--- src/rtl/serial_subtractor.sv ---
// -----------------------------------------------------------------------------
// serial_subtractor
//
// Bit-serial unsigned subtractor computing (a - b) mod 2^WIDTH, one bit per
// clock, LSB first, through a single full-subtractor cell and a borrow flop.
//
// Ports:
//   clk        : single clock, all state updates on the rising edge
//   rst        : synchronous active-high reset
//   start      : request to begin a - b, sampled only while idle
//   a, b       : minuend / subtrahend, captured on an accepted start
//   busy       : high whenever the controller is not idle (registered)
//   done       : one-cycle pulse, result outputs valid
//   diff       : registered result (a - b) mod 2^WIDTH
//   borrow_out : final borrow, 1 iff a < b (unsigned)
//   zero       : 1 iff the latest diff equals 0
//
// Timing: start accepted at edge k -> WIDTH RUN cycles -> results load and
// done rises at edge k+WIDTH -> back to idle at edge k+WIDTH+1, so the next
// start can be accepted at edge k+WIDTH+2.
// -----------------------------------------------------------------------------
module serial_subtractor #(
  parameter int WIDTH = 8
) (
  input  logic             clk,
  input  logic             rst,
  input  logic             start,
  input  logic [WIDTH-1:0] a,
  input  logic [WIDTH-1:0] b,
  output logic             busy,
  output logic             done,
  output logic [WIDTH-1:0] diff,
  output logic             borrow_out,
  output logic             zero
);

  // Counter just wide enough to index bit WIDTH-1; it stops there, never wraps.
  localparam int CW = (WIDTH > 1) ? $clog2(WIDTH) : 1;
  localparam logic [CW-1:0] LAST_BIT = CW'(WIDTH - 1);

  typedef enum logic [1:0] {
    IDLE = 2'd0,
    RUN  = 2'd1,
    DONE = 2'd2
  } state_t;

  // Full-subtractor difference bit.
  function automatic logic fs_diff(input logic ai, input logic bi, input logic bin);
    return ai ^ bi ^ bin;
  endfunction

  // Full-subtractor borrow-out.
  function automatic logic fs_borrow(input logic ai, input logic bi, input logic bin);
    return (~ai & bi) | (~(ai ^ bi) & bin);
  endfunction

  state_t           state_r,  state_s;
  logic [WIDTH-1:0] a_sh_r,   a_sh_s;
  logic [WIDTH-1:0] b_sh_r,   b_sh_s;
  logic [WIDTH-1:0] d_sh_r,   d_sh_s;
  logic             bin_r,    bin_s;
  logic [CW-1:0]    cnt_r,    cnt_s;
  logic             busy_r,   busy_s;
  logic             done_r,   done_s;
  logic [WIDTH-1:0] diff_r,   diff_s;
  logic             borrow_r, borrow_s;
  logic             zero_r,   zero_s;

  logic             d_bit_s;
  logic             bout_s;
  logic [WIDTH-1:0] d_full_s;

  // Subtractor cell always looks at the current LSBs and the stored borrow.
  assign d_bit_s  = fs_diff(a_sh_r[0], b_sh_r[0], bin_r);
  assign bout_s   = fs_borrow(a_sh_r[0], b_sh_r[0], bin_r);
  // Result register after inserting the current bit at the top.
  assign d_full_s = {d_bit_s, d_sh_r[WIDTH-1:1]};

  // Next-state and datapath next values; everything holds unless changed.
  always_comb begin
    state_s  = state_r;
    a_sh_s   = a_sh_r;
    b_sh_s   = b_sh_r;
    d_sh_s   = d_sh_r;
    bin_s    = bin_r;
    cnt_s    = cnt_r;
    done_s   = 1'b0;
    diff_s   = diff_r;
    borrow_s = borrow_r;
    zero_s   = zero_r;
    busy_s   = 1'b0;

    case (state_r)
      IDLE: begin
        if (start) begin
          state_s = RUN;
          a_sh_s  = a;
          b_sh_s  = b;
          d_sh_s  = {WIDTH{1'b0}};
          bin_s   = 1'b0;
          cnt_s   = {CW{1'b0}};
        end else begin
          state_s = IDLE;
        end
      end

      RUN: begin
        a_sh_s = {1'b0, a_sh_r[WIDTH-1:1]};
        b_sh_s = {1'b0, b_sh_r[WIDTH-1:1]};
        d_sh_s = d_full_s;
        bin_s  = bout_s;
        if (cnt_r == LAST_BIT) begin
          // Final bit: publish all results on this same edge.
          state_s  = DONE;
          diff_s   = d_full_s;
          borrow_s = bout_s;
          zero_s   = (d_full_s == {WIDTH{1'b0}});
          done_s   = 1'b1;
        end else begin
          state_s = RUN;
          cnt_s   = cnt_r + {{(CW-1){1'b0}}, 1'b1};
        end
      end

      DONE: begin
        state_s = IDLE;
      end

      default: begin
        state_s = IDLE;
      end
    endcase

    // busy is registered from the next state, so it tracks the state register.
    if (state_s != IDLE) begin
      busy_s = 1'b1;
    end else begin
      busy_s = 1'b0;
    end
  end

  // State register.
  always_ff @(posedge clk) begin
    if (rst) begin
      state_r <= IDLE;
    end else begin
      state_r <= state_s;
    end
  end

  // Datapath and output registers; reset clears operands, borrow and counter.
  always_ff @(posedge clk) begin
    if (rst) begin
      a_sh_r   <= {WIDTH{1'b0}};
      b_sh_r   <= {WIDTH{1'b0}};
      d_sh_r   <= {WIDTH{1'b0}};
      bin_r    <= 1'b0;
      cnt_r    <= {CW{1'b0}};
      busy_r   <= 1'b0;
      done_r   <= 1'b0;
      diff_r   <= {WIDTH{1'b0}};
      borrow_r <= 1'b0;
      zero_r   <= 1'b1;
    end else begin
      a_sh_r   <= a_sh_s;
      b_sh_r   <= b_sh_s;
      d_sh_r   <= d_sh_s;
      bin_r    <= bin_s;
      cnt_r    <= cnt_s;
      busy_r   <= busy_s;
      done_r   <= done_s;
      diff_r   <= diff_s;
      borrow_r <= borrow_s;
      zero_r   <= zero_s;
    end
  end

  assign busy       = busy_r;
  assign done       = done_r;
  assign diff       = diff_r;
  assign borrow_out = borrow_r;
  assign zero       = zero_r;

endmodule
--- config.mk ---
export PLATFORM = sky130hd
export DESIGN_NAME = serial_subtractor
export DESIGN_NICKNAME = d
export VERILOG_FILES = /design/src/rtl/serial_subtractor.sv
export SDC_FILE = /design/constraint.sdc
export NUM_CORES = 1
export LEC_CHECK = 0
export ABC_AREA = 1
export CAP_MARGIN = 20
export CORE_ASPECT_RATIO = 1.2
export CORE_MARGIN = 1
export CORE_UTILIZATION = 30
export CTS_CLUSTER_SIZE = 24
export DETAILED_ROUTE_END_ITERATION = 10
export PLACE_DENSITY_LB_ADDON = 0.05
export SLEW_MARGIN = 20
export SYNTH_ARGS = -nofsm -noshare
export SYNTH_HDL_FRONTEND = slang
export SYNTH_SLANG_ARGS = --single-unit
export TNS_END_PERCENT = 100
--- constraint.sdc ---
create_clock -name clk -period 1.7 [get_ports clk]
set_input_delay 0.17 -clock clk [delete_from_list [all_inputs] [get_ports clk]]
set_output_delay 0.17 -clock clk [all_outputs]
set_load 0.05 [all_outputs]
==> out/metrics.yaml <==
final_wtd_congestion: 0.770
clk_transition_reported_paths_ns: 0.08
die_x_um: 72.0
clk_latency_ns: 0.29
crit_type: "register to primary output"
synth_seq_area_share_pct: 46.6
postRouteAntennaNets: 0
area_growth_syn_to_layout_pct: 26.4
crit_path_top_delay_cell: "clkdlybuf4s50_1"
grt_max_degree: 22
drv_slew: 0
syn-instance-count: 253
tritoncts: "done"
crit_share_post_route_pct: 93.8
tritoncts.num_buffers: 5
ys.warnings.count: 0
p_leak_nw: 0.995
htree_num_levels: 2
register_share_of_total_power_pct: 54.4
slew-limit-headroom_pct: 60.7
period_minus_slack_ns: 1.60
status: "finished, final reports clean"
route.detailed.vias_per_inst: 4.34
critPathTopFamily: "buffers and inverters"
power_report.internal_total_mw: 1.38
setup.worst_path.end_class: "primary output"
grt_antenna_before_repair: 0
worst-path-max-fanout: 2
pwr_density_nw_per_um2: 836
vias: 1585
drt_pre_antenna_iters: 4
syn-num-nets: 275
totalNegativeSetupSlack_ns: 0
detail_route.drc_violations: 0
drt_iter0_drc: 72
antenna_cells_inserted: 0
layout.cells.non_filler: 365
layout-drive-gt1-share_pct: 8.07
detailedPlacementHpwl_um: 2900
dp_worst_setup_slack_ns: 0.112
wl_per_cell_um: 11.1
layout_common_cells: "66 x nand2_1, 42 x nand3_1, 41 x dfxtp_1, 32 x nor2_1, 30 x clkdlybuf4s50_1"
critical_path.startpoint_type: "register"
clock-sinks: 41
core_area_sq_um: 5670
placementRows: 30
die_y_um: 85.9
critical_path.max_stage_delay_ns: 0.80
clockRootBuffer: "clkbuf_8"
worst_margin_slew_ns: 0.588
number_of_endpoints_failing_setup_at_the_final_stage: 0
numPlacedInstances: 357
crit_path_cell_trace: "clkdlybuf4s50_1"
regToRegSetupSlack_ns: 0.29
final_common_cell: "nand2_1"
finalWirelength_um: 4050
fraction_of_registers_with_async_set_reset_pct: 0
clock-skew-final_ns: 0.00752
synth_area_sq_um: 1760
net-switching-power_mw: 0.484
global_route.usage.total_pct: 14.6
io_pins: 31
syn_avg_cell_area_sq_um: 6.96
nets_finish: 306
worst_hold_path_type: "input pin to register"
die-area_sq_um: 6180
required_time_at_the_worst_slack_endpoint_ns: 1.53
max-cap-violations: 0
synth-edff-count: 0
cts_buffer_depth: 2
grt.overflow.total: 0
comb_power_share_pct: 12.2
vdd_drop_max_v: 0.000337
global_route_wire_length_before_repair_um: 6950
maxClockFrequency_mhz: 627
switching_share_pct: 26.0
synthFlopType: "dfxtp_1"
starting_utilization_of_the_core_area_pct: 31.1
power_frac_clock_pct: 33.4
number_of_distinct_library_cell_variants_in_the_gate_level_netlist_after_synthesis: 18
io_buffer_count: 30
report.final.hold_viol_count: 0
first_global_vias: 1500
path_buf_inv: 1
final.setup.worst_slack_ns: 0.105
rsz_0062_raised_after_global_routing: "no"
synth_seq_cells: 41
cp.arrival_ns: 1.43
cts_setup_buffers: 0
==> cell usage after synthesis (2+ instances only) <==
master | number | area [sq um]
a21oi_1 | 11 | 55.1
ha_1 | 2 | 25.0
nor2_1 | 33 | 124
o21ai_0 | 7 | 35.0
nand3_1 | 42 | 210
buf_4 | 2 | 15.0
dfxtp_1 | 41 | 821
clkbuf_1 | 3 | 11.3
inv_1 | 29 | 109
nand2_2 | 2 | 12.5
inv_2 | 3 | 11.3
buf_2 | 6 | 30.0
nand2_1 | 66 | 248
or2_2 | 2 | 12.5
==> power groups by stage <==
stage / sequential (mW) / clock (mW) / combinational, mW
after detailed placement: 1.04 / 0 / 0.232
after global routing: 1.02 / 0.688 / 0.261
after global placement: 1.04 / 0 / 0.231
after CTS: 1.01 / 0.652 / 0.232
after floorplan: 1.04 / 0 / 0.143
final: 1.01 / 0.622 / 0.227
==> flip-flops by register name, indices dropped and copies added (netlist names) <==
| signal | cells |
|---|---|
| b_sh_r | 8 |
| done | 1 |
| diff | 8 |
| d_sh_r | 7 |
| borrow_out | 1 |
| cnt_r | 3 |
| state_r | 2 |
| bin_r | 1 |
| a_sh_r | 8 |
| zero | 1 |
| busy | 1 |
==> metrics by stage <==
step / hold slack, ns / power, mW / instance area, sq um / util (%)
2_1_floorplan: 0.317 / 1.18 / 1760 / -
3_3_place_gp: 0.454 / 1.27 / 2140 / 37.8
3_5_place_dp: 0.459 / 1.27 / 2140 / 37.8
4_1_cts: 0.435 / 1.90 / 2220 / 39.2
5_1_grt: 0.440 / 1.97 / 2230 / 39.3
6_report: 0.440 / 1.86 / 2230 / 39.3
==> metal layers <==
layer / up-vias / global-route usage [%] / wire, um
li1: 844 / - / -
met1: 703 / 16.6 / 1840
met2: 36 / 26.2 / 2010
met3: 2 / 3.88 / 166
met4: 0 / 4.81 / 31
met5: - / 0 / 0
==> kinds of logic after synthesis <==
kind of cell               count (synthesis)  share of synthesized area, %
AOI/OAI and AO/OA                         18                          5.11
adders and majority gates                  3                          2.56
buffers and inverters                     45                          10.9
DFF                                       41                          46.6
and+or+nand+nor                          146                          34.8
==> worst paths after layout <==
check	start	cells after the start	end
setup / recovery	zero$_SDFFE_PP1P_	1	zero
hold / removal	b[7]	3	b_sh_r[7]$_SDFFE_PP0P_
setup reg to reg	cnt_r[0]$_SDFFE_PP0P_	8	diff[3]$_SDFFE_PP0P_
hold reg to reg	bin_r$_SDFFE_PP0P_	2	bin_r$_SDFFE_PP0P_
==> what timing repair did <==
item                                    CTS  global route
hold buffers                              0             0
gates resized for setup                   0             1
endpoints found under the setup margin    0             6
endpoints found under the hold margin     0             0
==> final cells by class <==
| type | instances | area (sq um) |
|---|---|---|
| repair buffers | 37 | 353 |
| clock inverters | 2 | 10.0 |
| flip-flops and latches | 41 | 821 |
| well taps | 80 | 100 |
| clock buffers | 6 | 72.6 |
| multi-input cells | 167 | 751 |
| inverters | 32 | 120 |
| fillers | 617 | 3440 |
Note: power is estimated with default switching activity, not from simulation.
